`src/rtl/rv_elastic_pipe_if.sv`:
```
// Valid/ready handshake bundle for rv_elastic_pipe: the upstream and downstream ends plus occupancy.
// The master side is the environment and the slave side is the pipe.
interface rv_elastic_pipe_if #(
    parameter int DATAW = 8,
    parameter int DEPTH = 2,
    parameter int CNTW  = $clog2(DEPTH + 1)
);
    logic             valid_in;
    logic [DATAW-1:0] data_in;
    logic             ready_in;
    logic             valid_out;
    logic [DATAW-1:0] data_out;
    logic             ready_out;
    logic [CNTW-1:0]  count;

    modport master (
        output valid_in, data_in, ready_out,
        input  ready_in, valid_out, data_out, count
    );

    modport slave (
        input  valid_in, data_in, ready_out,
        output ready_in, valid_out, data_out, count
    );
endinterface

```
`src/rtl/rv_elastic_pipe.sv`:
```
// Elastic DEPTH-stage delay line with per-stage valid bits, bubble collapsing,
// synchronous flush and an occupancy counter.
module rv_elastic_pipe #(
    parameter int DATAW = 8,
    parameter int DEPTH = 2,
    parameter int CNTW  = $clog2(DEPTH + 1)
) (
    input  logic               clk,
    input  logic               reset,
    input  logic               flush,
    rv_elastic_pipe_if.slave   bus
);
    logic [DEPTH-1:0] vld;
    logic [DATAW-1:0] dat [DEPTH];
    logic [DATAW-1:0] src [DEPTH];
    logic [DEPTH-1:0] mv;
    logic [DEPTH-1:0] inflow;
    logic [CNTW-1:0]  count_q;
    logic             adv;
    logic             fire_in;
    logic             fire_out;

    // Walk from the output end so each stage sees whether its successor frees up this cycle.
    always_comb begin
        mv  = '0;
        adv = bus.ready_out;
        for (int i = DEPTH - 1; i >= 0; i--) begin
            mv[i] = vld[i] & adv;
            adv   = ~vld[i] | mv[i];
        end
    end

    assign bus.ready_in  = ~flush & (~vld[0] | mv[0]);
    assign fire_in       = bus.valid_in & bus.ready_in;
    assign fire_out      = vld[DEPTH-1] & bus.ready_out;
    assign bus.valid_out = vld[DEPTH-1];
    assign bus.data_out  = dat[DEPTH-1];
    assign bus.count     = count_q;

    always_comb begin
        inflow    = '0;
        inflow[0] = fire_in;
        src[0]    = bus.data_in;
        for (int i = 1; i < DEPTH; i++) begin
            inflow[i] = mv[i-1];
            src[i]    = dat[i-1];
        end
    end

    always_ff @(posedge clk) begin
        if (reset) begin
            vld     <= '0;
            count_q <= '0;
            for (int i = 0; i < DEPTH; i++) dat[i] <= '0;
        end else if (flush) begin
            vld     <= '0;
            count_q <= '0;
        end else begin
            for (int i = 0; i < DEPTH; i++) begin
                vld[i] <= inflow[i] | (vld[i] & ~mv[i]);
                // Payload only loads on inflow so idle bits never toggle.
                if (inflow[i]) dat[i] <= src[i];
            end
            count_q <= count_q + CNTW'(fire_in) - CNTW'(fire_out);
        end
    end
endmodule

```
`src/flat_wrapper.sv`:
```
// flat-port wrapper written by rule: the top's interface ports become plain ports
module rv_elastic_pipe_flat 
#(
    parameter int DATAW = 8,
    parameter int DEPTH = 2,
    parameter int CNTW  = $clog2(DEPTH + 1)
)
  (clk, reset, flush, bus_valid_in, bus_data_in, bus_ready_out, bus_ready_in, bus_valid_out, bus_data_out, bus_count);
  rv_elastic_pipe_if #(.DATAW(DATAW), .DEPTH(DEPTH), .CNTW(CNTW)) bus_i ();
  input  logic clk;
  input  logic reset;
  input  logic flush;
  input wire logic [$bits(bus_i.valid_in)-1:0] bus_valid_in;
  input wire logic [$bits(bus_i.data_in)-1:0] bus_data_in;
  input wire logic [$bits(bus_i.ready_out)-1:0] bus_ready_out;
  output wire logic [$bits(bus_i.ready_in)-1:0] bus_ready_in;
  output wire logic [$bits(bus_i.valid_out)-1:0] bus_valid_out;
  output wire logic [$bits(bus_i.data_out)-1:0] bus_data_out;
  output wire logic [$bits(bus_i.count)-1:0] bus_count;
  assign bus_i.valid_in = bus_valid_in;
  assign bus_i.data_in = bus_data_in;
  assign bus_i.ready_out = bus_ready_out;
  assign bus_ready_in = bus_i.ready_in;
  assign bus_valid_out = bus_i.valid_out;
  assign bus_data_out = bus_i.data_out;
  assign bus_count = bus_i.count;
  rv_elastic_pipe #(.DATAW(DATAW), .DEPTH(DEPTH), .CNTW(CNTW)) u_core (.clk(clk), .reset(reset), .flush(flush), .bus(bus_i));
endmodule
```
`config.mk`:
```
export PLATFORM = sky130hd
export DESIGN_NAME = rv_elastic_pipe_flat
export DESIGN_NICKNAME = d
export VERILOG_FILES = /design/src/rtl/rv_elastic_pipe_if.sv /design/src/rtl/rv_elastic_pipe.sv /design/src/flat_wrapper.sv
export SDC_FILE = /design/constraint.sdc
export NUM_CORES = 1
export LEC_CHECK = 0
export CAP_MARGIN = 25
export CORE_MARGIN = 2
export CORE_UTILIZATION = 44
export DETAILED_ROUTE_END_ITERATION = 10
export PLACE_DENSITY_LB_ADDON = 0.15
export RECOVER_POWER = 50
export SKIP_LAST_GASP = 1
export SYNTH_ARGS = -nofsm -noshare
export SYNTH_HDL_FRONTEND = slang
export SYNTH_SLANG_ARGS = --single-unit
```
`constraint.sdc`:
```
create_clock -name clk -period 1.5 [get_ports clk]
set_input_delay 0.15 -clock clk [delete_from_list [all_inputs] [get_ports clk]]
set_output_delay 0.15 -clock clk [all_outputs]
set_load 0.05 [all_outputs]
```
== After elaboration in Yosys (flattened, before gate mapping) ==
Memories as Yosys holds them, arrays and structs flattened.
Cells that the tools add are included.
Operators by class
  multiplexer cells: 12
  reductions and logical operators: 1
  $add $sub $neg: 2
  bitwise operators: 17
Operator list (count)
  two-way mux 8 bit: 2
  two-way mux 1 bit: 10
  AND 1 bit: 6
  OR 1 bit: 6
  inverter 1 bit: 5
  adder 2 x 1 -> 2 bit: 1
  OR reduction 2 bit: 1
  subtractor 2 x 1 -> 2 bit: 1
Storage, ports and cells
  bits in writable memories: 16
  register bits after elaboration: 4
  input bits: 13
  logic and storage cells: 35
  memories kept: 1
Memory list
  u_core.dat: depth 2, width 8, read ports 2, clocked after memory_dff 0, write ports 2, RTL line rv_elastic_pipe.sv:14  | logic [DATAW-1:0] dat [DEPTH];

== Longest topological paths before layout ==
Gate-level depths: netlist of the first run.
  depth in word-level cells: 11
  mapped depth: 6
  mapped depth without buffers: 6

== Least setup slack after synthesis of the first run ==
No wires, ideal clock.
  path kind: reg2reg
  start point: reg u_core.vld[1]
  end point: mem u_core.dat[0][0], enable pin
  setup slack: -0.209 ns
  period minus slack after synthesis: 1.709 ns
  path buffers: 1
  arrival: 1.334 ns
  data required time: 1.125 ns
  cell stages (with the launch flop): 4
  cells stage by stage: dfxtp_1 -> and3b_4 -> buf_6 -> o21bai_1
RTL lines
  start, declared: RTL line rv_elastic_pipe.sv:13  | logic [DEPTH-1:0] vld;
  start signal, assigned by index: RTL line rv_elastic_pipe.sv:60  | vld[i] <= inflow[i] | (vld[i] & ~mv[i]);
  end, declared: RTL line rv_elastic_pipe.sv:14

== Worst setup path in the final report of the first run ==
  start point: in bus_ready_out
  end point: out bus_ready_in
On the way
  longest elaborated chain between the ends: 5
RTL lines
  start, declared: RTL line flat_wrapper.sv:15  | input wire logic [$bits(bus_i.ready_out)-1:0] bus_ready_out;
  AND 1 bit: RTL line rv_elastic_pipe.sv:28  | mv[i] = vld[i] & adv;
  OR 1 bit: RTL line rv_elastic_pipe.sv:29  | adv = ~vld[i] | mv[i];
  AND 1 bit: RTL line rv_elastic_pipe.sv:28
  OR 1 bit
  AND 1 bit: RTL line rv_elastic_pipe.sv:33  | assign bus.ready_in = ~flush & (~vld[0] | mv[0]);
  end, declared: RTL line flat_wrapper.sv:16  | output wire logic [$bits(bus_i.ready_in)-1:0] bus_ready_in;
No other way between the ends.

==> results of run 1 <==
## worst max-delay path by stage
stage / from / end / slack (ps) / cells after the start
CTS: bus_ready_out / bus_ready_in / 50 / 5
floorplan: u_core.vld[1]$_SDFF_PP0_ / u_core.bus.count[1]$_SDFF_PP0_ / 60 / 6
detailed placement: bus_ready_out / u_core.bus.count[1]$_SDFF_PP0_ / -70 / 7
finish: bus_ready_out / bus_ready_in / 70 / 5
global route: flush / u_core.dat[0][1]$_SDFFCE_PN0P_ / 20 / 3
global placement: bus_ready_out / u_core.bus.count[1]$_SDFF_PP0_ / -50 / 7
## where the power goes
group          internal [µW]  leakage [µW]  switching [µW]
Combinational           76.5      0.000221             114
Clock                   96.7     0.0000154             159
Sequential               630      0.000202            7.64
Total                    803      0.000438             280
## flip-flops by register name (all words and copies together) (netlist names)
signal            count
u_core.vld            2
u_core.bus.count      2
u_core.dat           16
## cells by family (layout without fill, tap and decap cells)
logic type                 count (synthesis)  in the layout  synth area share
and+or+nand+nor                           26             26             0.290
AOI/OAI and AO/OA                          4              4            0.0288
buffers and inverters                     18             41             0.121
DFF                                       20             20             0.516
adders and majority gates                  2              2            0.0230
xor gates and xnor gates                   1              1            0.0207
## layout make-up
class / instances / area (µm²) / share of cell area
clock buffer: 3 / 22.5 / 0.0176
clock inverter: 1 / 3.75 / 0.00294
tap: 30 / 37.5 / 0.0294
timing repair buffer: 32 / 238 / 0.186
sequential: 20 / 563 / 0.441
multi-input combinational: 33 / 394 / 0.309
inverter: 5 / 18.8 / 0.0147
## through the flow
stage	setup WS, ps	utilization	cells
2_1_floorplan	62.3	-	71
3_3_place_gp	-45.5	0.540	120
3_5_place_dp	-70.4	0.540	120
4_1_cts	54.4	0.551	124
5_1_grt	24.0	0.530	124
6_report	71.6	0.530	124
## routing by layer
layer / vias up / GRT usage / wire [µm]
li1: 300 / - / -
met3: 2 / 0.0250 / 68
met5: - / 0 / 0
met2: 13 / 0.207 / 842
met4: 0 / 0.0641 / 10
met1: 289 / 0.154 / 688
## critical path, delay by kind of cell
kind,cells,cell delay [ps]
buffers and inverters,3,750
AND/OR/NAND/NOR,2,380
## layout by cell type, fill, tap and decap left out
cell type                         synthesis  layout
sky130_fd_sc_hd__and3b_4                  1       1
sky130_fd_sc_hd__and2_1                   1       1
sky130_fd_sc_hd__buf_12                   0       1
sky130_fd_sc_hd__o21bai_1                 1       1
sky130_fd_sc_hd__xnor3_1                  1       1
sky130_fd_sc_hd__edfxtp_1                16      16
sky130_fd_sc_hd__or2_2                    0       1
sky130_fd_sc_hd__nor4b_2                 15      15
sky130_fd_sc_hd__buf_4                    9       6
sky130_fd_sc_hd__ha_1                     2       2
sky130_fd_sc_hd__dfxtp_2                  0       2
sky130_fd_sc_hd__inv_1                    5       5
sky130_fd_sc_hd__nand2b_1                 2       2
sky130_fd_sc_hd__nor2_1                   4       3
sky130_fd_sc_hd__clkbuf_1                 0      12
sky130_fd_sc_hd__nor2_4                   1       1
sky130_fd_sc_hd__nor2_2                   0       1
sky130_fd_sc_hd__clkdlybuf4s50_1          0      12
sky130_fd_sc_hd__clkinv_1                 0       1
sky130_fd_sc_hd__a21oi_1                  1       1
sky130_fd_sc_hd__a31o_1                   0       1
sky130_fd_sc_hd__o21ba_2                  1       1
sky130_fd_sc_hd__nor4b_4                  1       1
sky130_fd_sc_hd__dfxtp_1                  4       2
sky130_fd_sc_hd__clkbuf_4                 0       4
==> impl_summary.log, run 1 <==
[metrics] run status: finished, final reports clean
[metrics] first-iteration detailed-routing DRC count: 7
[metrics] core region area: 2410 µm²
[metrics] minimum setup slack among reg-to-reg paths: 180 ps
[metrics] unrepaired setup endpoints after global routing: false
[metrics] Synth cell types: 19
[metrics] Layout area overhead: 17.6%
[metrics] filler instances: 215
[metrics] maximum vdd drop: 0.438 mV
[metrics] Hold WS: 523 ps
[metrics] max_cap viols: 0
[metrics] cell area after synthesis: 1090 µm²
[metrics] horizontal die dimension: 53.7 µm
[metrics] first-pass GRT wire length: 2490 µm
[metrics] initial core utilization: 0.451
[metrics] number of cells on the worst hold path: 2
[metrics] most used standard cells in the synthesized netlist: sky130_fd_sc_hd__edfxtp_1 (16), sky130_fd_sc_hd__nor4b_2 (15), sky130_fd_sc_hd__buf_4 (9), sky130_fd_sc_hd__inv_1 (5)
[metrics] top cell type by total area after synthesis: sky130_fd_sc_hd__edfxtp_1
[metrics] GRT overflow: 0
[metrics] required arrival time at the worst endpoint: 1350 ps
[metrics] number of synthesized register bits: 20
[metrics] cells after synthesis: 71
[metrics] Longest Clk Path Bufs: 2
[metrics] HP Start: bus_valid_in
[metrics] Critical Path AT: 1280 ps
[metrics] Final Hold Vio Count: 0
[metrics] endpoint of the worst hold-timing path: u_core.vld[0]$_SDFF_PP0_
[metrics] fin crit share: 0.952
[metrics] count of flip-flops with a built-in enable after synthesis: 16
[metrics] clk root buf: sky130_fd_sc_hd__clkbuf_4
[metrics] slew at the pin closest to its max-slew limit: 599 ps
[metrics] clk sinks: 20
[metrics] cell area after layout: 1280 µm²
[metrics] per-cell via count in the routed design: 4.87
[metrics] Post-CTS Repair Setup Buffers: 0
[metrics] final slew viol count: 0
[metrics] CP Class: in -> out
[metrics] average footprint of a synthesized cell: 15.3 µm²
[metrics] Design Power: 1080 µW
[metrics] Final Critical Period: 1430 ps
[metrics] H-tree depth: 1
[metrics] y dimension of the die: 53.7 µm
[metrics] hold_buf cts: 0
[metrics] Clock Pin Slew Worst Setup and Hold Paths: 110 ps
[metrics] DRT Wirelength: 1610 µm
[metrics] Port Buf Inserts: 24
[metrics] Async SR Flop Fraction: 0
[metrics] number of inserted diodes: 0
[metrics] Setup crit end kind: output port
[metrics] r2r worst-path depth: 6
[metrics] post-cts gate resize count: 0
[metrics] number of routed nets with antenna violations: 0
[metrics] Hold Path Class: in -> reg
[metrics] Critical Path Slowest Stage Cell: sky130_fd_sc_hd__clkdlybuf4s50_1
[metrics] Yosys warnings: 0
[metrics] number of buffers inserted during clock tree synthesis: 3
[metrics] full die area: 2880 µm²
[metrics] proportion of synthesized chip area in sequential cells: 0.516
[metrics] sum of negative setup slack: 0 ps
[metrics] share of Yosys cell area claimed by the top area cell type: 0.442
[metrics] vias post-DR: 604
[metrics] vias in the first global route: 579
[metrics] number of design rule violations left after detail routing: 0
[metrics] row count: 18
[metrics] Final setup violation count: 0
[metrics] Worst Clk Skew: 3.05 ps
[metrics] Static Leak: 0.000438 µW
[metrics] net count of the mapped netlist: 86
[metrics] latest clock arrival within the worst-skew pair: 290 ps
[metrics] peak fanout along the critical path: 10
[metrics] placement-stage cell area: 1300 µm²
[metrics] num ports: 25
[metrics] overall track demand over capacity in global routing: 0.125
[metrics] post-detail-place hpwl: 1200 µm
[metrics] Synth Flop Type: sky130_fd_sc_hd__edfxtp_1
[metrics] ratio of total power to cell area: 848 nW/µm²
[metrics] normalized max-slew margin: 0.602
[metrics] weighted congestion at the end of routability-driven global placement: 0.672
[metrics] Pre-antenna DRT Iters: 3
[metrics] share of final-layout standard cells stronger than drive strength 1: 0.362
[metrics] achievable frequency: 700 MHz
[metrics] cell types occupying the most area after synthesis: sky130_fd_sc_hd__edfxtp_1 (44%), sky130_fd_sc_hd__nor4b_2 (21%), sky130_fd_sc_hd__dfxtp_1 (7.4%)
[metrics] average detailed-routed wire length per instance: 13.0 µm
[metrics] cells along the critical path: clkdlybuf4s50_1 > and3b_4 > buf_12 > nor2_2 > buf_4
[metrics] worst flop-to-flop path startpoint: u_core.vld[1]$_SDFF_PP0_
[metrics] critical register-to-register path endpoint: u_core.bus.count[1]$_SDFF_PP0_
[metrics] Critical Path Source Type: primary input
[metrics] TritonCTS clock tree: done
[metrics] leading cell type by number of instances after synthesis: sky130_fd_sc_hd__edfxtp_1
[metrics] largest net degree at the start of global routing: 21
[metrics] number of antenna violations at the first check in global routing: 0
[metrics] max incr delay on CP: 420 ps
[metrics] number of nets in the layout: 110
(Power assumes the default switching activity.)
==> run 2, diff against run 1 <==
Settings changed: MAX_ROUTING_LAYER from default to met4, SKIP_LAST_GASP 1 to default.
Clock period 1.5 ns to 1.2 ns, I/O delays scaled along.
==> impl_summary.log, run 2 (synthesis gave the netlist of run 1 again) <==
[metrics] initial core utilization: 0.451 (unchanged)
[metrics] r2r worst-path depth: 4 (was 6)
[metrics] peak fanout along the critical path: 3 (was 10)
[metrics] first-pass GRT wire length: 2970 µm (was 2490 µm)
[metrics] unrepaired setup endpoints after global routing: true (was false)
[metrics] clk root buf: sky130_fd_sc_hd__clkbuf_4 (unchanged)
[metrics] ratio of total power to cell area: 906 nW/µm² (was 848 nW/µm²)
[metrics] filler instances: 175 (was 215)
[metrics] violated checks: setup timing
[metrics] y dimension of the die: 53.7 µm (unchanged)
[metrics] area taken by flip-flops and latches: 569 µm² (was 563 µm²)
[metrics] H-tree depth: 1 (unchanged)
[metrics] average detailed-routed wire length per instance: 14.7 µm (was 13.0 µm)
[metrics] cell area after layout: 1580 µm² (was 1280 µm²)
[metrics] first-iteration detailed-routing DRC count: 3 (was 7)
[metrics] Largest register FFs: 16 (unchanged)
[metrics] maximum vdd drop: 0.505 mV (was 0.438 mV)
[metrics] slack of the critical path: -113 ps (was 71.6 ps)
[metrics] gate family responsible for the most delay along the worst path: flip-flops (was buffers and inverters)
[metrics] most common library cell in the layout ignoring fill and taps: sky130_fd_sc_hd__edfxtp_1 (unchanged)
[metrics] Longest Clk Path Bufs: 2 (unchanged)
[metrics] Critical Path Source Type: register (was primary input)
[metrics] run status: complete, but fails checks (was finished, final reports clean)
[metrics] CP Class: reg -> out (was in -> out)
[metrics] critical register-to-register path endpoint: u_core.dat[0][8]$_SDFFCE_PN0P_ (was u_core.bus.count[1]$_SDFF_PP0_)
[metrics] share of final-layout standard cells stronger than drive strength 1: 0.600 (was 0.362)
[metrics] Final Critical Period: 1310 ps
[metrics] Final setup violation count: 24 (was 0)
[metrics] weighted congestion at the end of routability-driven global placement: 0.670 (was 0.672)
[metrics] row count: 18 (unchanged)
[metrics] latest clock arrival within the worst-skew pair: 290 ps (about the same)
[metrics] hold_buf cts: 0 (unchanged)
[metrics] Setup crit end kind: output port (unchanged)
[metrics] full die area: 2880 µm² (unchanged)
[metrics] Static Leak: 0.000572 µW (was 0.000438 µW)
[metrics] horizontal die dimension: 53.7 µm (unchanged)
[metrics] register with the most flip-flops: u_core.dat (unchanged)
[metrics] TritonCTS clock tree: done (unchanged)
[metrics] GRT overflow: 0 (unchanged)
[metrics] vias in the first global route: 649 (was 579)
[metrics] max_cap viols: 0 (unchanged)
[metrics] Layout area overhead: 45.0% (was 17.6%)
[metrics] normalized max-slew margin: 0.695 (was 0.602)
[metrics] Critical Path Slowest Stage Cell: sky130_fd_sc_hd__dfxtp_4 (was sky130_fd_sc_hd__clkdlybuf4s50_1)
[metrics] vias post-DR: 630 (was 604)
[metrics] final slew viol count: 0 (unchanged)
[metrics] max incr delay on CP: 370 ps (was 420 ps)
[metrics] Critical Path AT: 1190 ps (was 1280 ps)
[metrics] cells along the critical path: and3b_4 > buf_6 > nor2_4 > buf_6 (was clkdlybuf4s50_1 > and3b_4 > buf_12 > nor2_2 > buf_4)
[metrics] number of routed nets with antenna violations: 0 (unchanged)
[metrics] DRT Wirelength: 1910 µm (was 1610 µm)
[metrics] fin crit share: 1.09
[metrics] Design Power: 1430 µW (was 1080 µW)
[metrics] Hold Path Class: in -> reg (unchanged)
[metrics] Port Buf Inserts: 24 (unchanged)
[metrics] total area of multi-input combinational cells: 544 µm² (was 394 µm²)
[metrics] most frequent cells in the layout: sky130_fd_sc_hd__edfxtp_1 (16), sky130_fd_sc_hd__clkdlybuf4s50_1 (12), sky130_fd_sc_hd__nor4b_4 (11), sky130_fd_sc_hd__clkbuf_2 (9), sky130_fd_sc_hd__buf_4 (7) (was sky130_fd_sc_hd__edfxtp_1 (16), sky130_fd_sc_hd__nor4b_2 (15), sky130_fd_sc_hd__clkdlybuf4s50_1 (12), sky130_fd_sc_hd__clkbuf_1 (12), sky130_fd_sc_hd__buf_4 (6))
[metrics] post-detail-place hpwl: 1260 µm (was 1200 µm)
[metrics] achievable frequency: 762 MHz
[metrics] largest net degree at the start of global routing: 19 (was 21)
[metrics] Clock Pin Slew Worst Setup and Hold Paths: 110 ps (about the same)
[metrics] Final Hold Vio Count: 0 (unchanged)
[metrics] number of design rule violations left after detail routing: 0 (unchanged)
[metrics] overall track demand over capacity in global routing: 0.153 (was 0.125)
[metrics] core region area: 2410 µm² (unchanged)
[metrics] termination of the worst setup path: bus_ready_in (unchanged)
[metrics] critical path's most frequent cell: sky130_fd_sc_hd__buf_6
[metrics] first element of the critical path: u_core.vld[1]$_SDFF_PP0_ (was bus_ready_out)
[metrics] number of buffers inserted during clock tree synthesis: 3 (unchanged)
[metrics] per-cell via count in the routed design: 4.85 (was 4.87)
[metrics] placement-stage cell area: 1520 µm² (was 1300 µm²)
[metrics] required arrival time at the worst endpoint: 1080 ps (was 1350 ps)
[metrics] Hold WS: 504 ps (was 523 ps)
[metrics] Worst Clk Skew: 2.84 ps (was 3.05 ps)
[metrics] slew at the pin closest to its max-slew limit: 458 ps (was 599 ps)
[metrics] minimum setup slack among reg-to-reg paths: -90 ps (was 180 ps)
[metrics] number of inserted diodes: 0 (unchanged)
[metrics] CP Buf/Inv Count: 2 (was 3)
[metrics] number of antenna violations at the first check in global routing: 0 (unchanged)
[metrics] worst flop-to-flop path startpoint: u_core.vld[1]$_SDFF_PP0_ (unchanged)
[metrics] num ports: 25 (unchanged)
[metrics] clk sinks: 20 (unchanged)
[metrics] Critical Path Stages: 4 (was 5)
[metrics] Pre-antenna DRT Iters: 2 (was 3)
[metrics] number of nets in the layout: 116 (was 110)
[run 2: where the power goes]
group | switching (µW) | internal, µW
clock | 203 | 121
combinational | 167 | 140
sequential | 11.4 | 784
[run 2: layer usage]
metal | vias up | wire length, µm | track usage | part of all wire
met4 | 0 | 20 | 0.0769 | 0.010
met5 | - | 0 | - | 0
met3 | 2 | 77 | 0.0250 | 0.040
li1 | 312 | - | - | -
met1 | 301 | 798 | 0.181 | 0.42
met2 | 15 | 1020 | 0.250 | 0.53
[run 2: worst min path at each step]
stage,startpoint,to,cells after the start
after floorplan,bus_valid_in,u_core.vld[0]$_SDFF_PP0_,1
after global placement,u_core.bus.count[0]$_SDFF_PP0_,bus_count[0],1
after detailed placement,u_core.bus.count[0]$_SDFF_PP0_,bus_count[0],1
after CTS,bus_data_in[1],u_core.dat[0][1]$_SDFFCE_PN0P_,2
after global routing,bus_data_in[0],u_core.dat[0][0]$_SDFFCE_PN0P_,2
final,bus_data_in[0],u_core.dat[0][0]$_SDFFCE_PN0P_,2
[run 2: stage by stage]
stage | std cells | TNS (ps) | setup slack [ps] | util
6_report | 130 | -1290 | -113 | 0.654
5_1_grt | 130 | -2450 | -155 | 0.654
4_1_cts | 129 | -2470 | -121 | 0.665
3_5_place_dp | 123 | -8770 | -309 | 0.632
3_3_place_gp | 123 | -7880 | -289 | 0.632
2_1_floorplan | 71 | -813 | -119 | -
[run 2: layout make-up]
class | count | share of cell area
clock buffer | 3 | 0.0143
sequential | 20 | 0.361
tap | 30 | 0.0238
clock inverter | 1 | 0.00238
inverter | 5 | 0.0119
multi-input combinational | 33 | 0.346
timing repair buffer | 38 | 0.241
[run 2: timing repair]
| action | CTS | global route |
|---|---|---|
| endpoints found under the setup margin | 14 | 27 |
| buffers inserted | 2 | 0 |
| pin swaps | 1 | 7 |
| resized for setup | 7 | 12 |
| gates cloned | 0 | 1 |
==> edit (config.mk and constraints of run 2) <==
`DATAW` is set to 8 in 3 places; all go to 16.
--- a/src/rtl/rv_elastic_pipe_if.sv
+++ b/src/rtl/rv_elastic_pipe_if.sv
@@ -1,7 +1,7 @@
 // Valid/ready handshake bundle for rv_elastic_pipe: the upstream and downstream ends plus occupancy.
 // The master side is the environment and the slave side is the pipe.
 interface rv_elastic_pipe_if #(
-    parameter int DATAW = 8,
+    parameter int DATAW = 16,
     parameter int DEPTH = 2,
     parameter int CNTW  = $clog2(DEPTH + 1)
 );
--- a/src/rtl/rv_elastic_pipe.sv
+++ b/src/rtl/rv_elastic_pipe.sv
@@ -1,7 +1,7 @@
 // Elastic DEPTH-stage delay line with per-stage valid bits, bubble collapsing,
 // synchronous flush and an occupancy counter.
 module rv_elastic_pipe #(
-    parameter int DATAW = 8,
+    parameter int DATAW = 16,
     parameter int DEPTH = 2,
     parameter int CNTW  = $clog2(DEPTH + 1)
 ) (
--- a/src/flat_wrapper.sv
+++ b/src/flat_wrapper.sv
@@ -1,7 +1,7 @@
 // flat-port wrapper written by rule: the top's interface ports become plain ports
 module rv_elastic_pipe_flat 
 #(
-    parameter int DATAW = 8,
+    parameter int DATAW = 16,
     parameter int DEPTH = 2,
     parameter int CNTW  = $clog2(DEPTH + 1)
 )
Ports: changed (resized bus_data_in and bus_data_out); port bits go from 25 to 41. No check against the original RTL was run, so the function may have changed too.
==> edit against run 2 <==
The flow still finishes with violations (negative setup slack); synthesized area increased by 73%; critical path depth unchanged; total power is 100% higher; design area increased by 81%; setup slack got worse by 0.073 ns; global-route usage is 1.9 points higher; sequential cell count up 16; routed wire length rose by 95%; die area increased by 67%.
==> edit: results (changes against run 2) <==
| Stage | Parameter | This run | Change |
|---|---|---|---|
| yosys | Proportion of synthesized chip area in sequential cells | 55.32% | was 51.61% |
| routing | Wl on met1 | 1.555 mm | was 798 µm |
| sta | Worst Hold Margin | 0.5184 ns | was 0.5035 ns |
| clocking | Number of buffers created by CTS | 5 | was 3 |
| clocking | Number of H-tree levels | 2 | was 1 |
| global route | Global routing met2 resource utilization | 25.85% | was 25.00% |
| finish | Max reg flops | 32 | was 16 |
| global route | Global-route usage over all layers | 17.13% | was 15.27% |
| clocking | CTS Root Cell | sky130_fd_sc_hd__clkbuf_8 | was sky130_fd_sc_hd__clkbuf_4 |
| yosys | Most frequent cells after synthesis | sky130_fd_sc_hd__edfxtp_1 (32), sky130_fd_sc_hd__nor4b_2 (23), sky130_fd_sc_hd__buf_4 (17) | was sky130_fd_sc_hd__edfxtp_1 (16), sky130_fd_sc_hd__nor4b_2 (15), sky130_fd_sc_hd__buf_4 (9) |
| routing | Number of DRC markers after the initial detailed-route iteration | 77 | was 3 |
| placement | Post-DP HPWL | 2.048 mm | was 1.255 mm |
| run status | Run status | finished, violations left | unchanged |
| routing | Post-detailed-route wirelength per cell | 17.58 µm | was 14.71 µm |
| routing | WL met3 | 207 µm | was 77 µm |
| sta | Crit path setup slack, layout | -0.1860 ns | was -0.1127 ns |
| routing | Met2 routed wirelength | 1.888 mm | was 1.015 mm |
| hold path | Worst hold endpoint | u_core.dat[0][4]$_SDFFCE_PN0P_ | was u_core.dat[0][0]$_SDFFCE_PN0P_ |
| power | Max VDD drop | 636.6 µV | was 504.7 µV |
| hold path | Beginning of the worst hold path | bus_data_in[4] | was bus_data_in[0] |
| global route | Met1 Resource Use GR | 21.83% | was 18.09% |
| setup path | Reg-to-reg slack, setup | -0.16 ns | was -0.09 ns |
| clocking | Clock transition at the register clock pins on the worst setup and hold paths after CTS | 0.07 ns | was 0.11 ns |
| global route | Pin count of the biggest net entering global routing | 22 | was 19 |
| sta | Final setup vio count | 51 | was 24 |
| routing | Total via count after detailed routing | 1078 | was 630 |
| sta | Worst setup skew after layout | 0.005254 ns | was 0.002843 ns |
| finish | Nets | 184 | was 116 |
| placement | Routability cong. | 0.7262 | was 0.6698 |
| power | P_leak | 1.020 nW | was 0.5722 nW |
| sta | Normalized max-slew margin | 79.30% | was 69.50% |
| run status | Violations in the final reports | negative setup slack | unchanged |
| setup path | Data arrival time of the critical path | 1.27 ns | was 1.19 ns |
-- edit: cell types whose count changed after synthesis, moves of 3 or more --
cell                       delta
sky130_fd_sc_hd__buf_2        +3
sky130_fd_sc_hd__buf_4        +8
sky130_fd_sc_hd__buf_6        +3
sky130_fd_sc_hd__edfxtp_1    +16
sky130_fd_sc_hd__nor4b_1      +6
sky130_fd_sc_hd__nor4b_2      +8
-- edit: stage by stage --
stage	area [µm²]	setup slack (ns)	util [%]	std cells	power, mW
floorplan	1911	-0.3091	-	117	1.799
global placement	2509	-0.3347	61.83	194	2.040
detailed placement	2509	-0.3794	61.83	194	2.049
CTS	2894	-0.1749	71.32	208	2.911
global route	2855	-0.2205	70.37	212	2.990
finish	2855	-0.1860	70.37	212	2.868
-- edit: logic make-up (layout without fill, tap and decap cells) --
| family | count (synthesis) | count (layout) | synth area share, % |
|---|---|---|---|
| and+or+nand+nor | 42 | 42 | 27.73 |
| xor gates and xnor gates | 1 | 1 | 1.197 |
| DFF | 36 | 36 | 55.32 |
| adders and majority gates | 2 | 2 | 1.330 |
| buffers and inverters | 32 | 77 | 12.77 |
| AOI/OAI and AO/OA | 4 | 4 | 1.662 |
-- edit: timing repair --
item	CTS	global route
buffers inserted	4	3
resized for setup	38	17
setup endpoints to repair	62	51
cloned	2	1
pin swaps	22	17
-- edit: power breakdown --
group          total (mW)  switching (mW)  internal (mW)
combinational       0.590           0.314          0.276
sequential           1.46          0.0252           1.44
clock               0.816           0.412          0.404
-- edit: final cells by class --
cell class	instances	area [µm²]
clock buffers	7	76.32
clock inverters	1	3.754
fillers	232	1202
inverters	5	18.77
multi-input cells	49	933.4
flip-flops and latches	36	1050
well taps	50	62.56
repair buffers	64	710.7
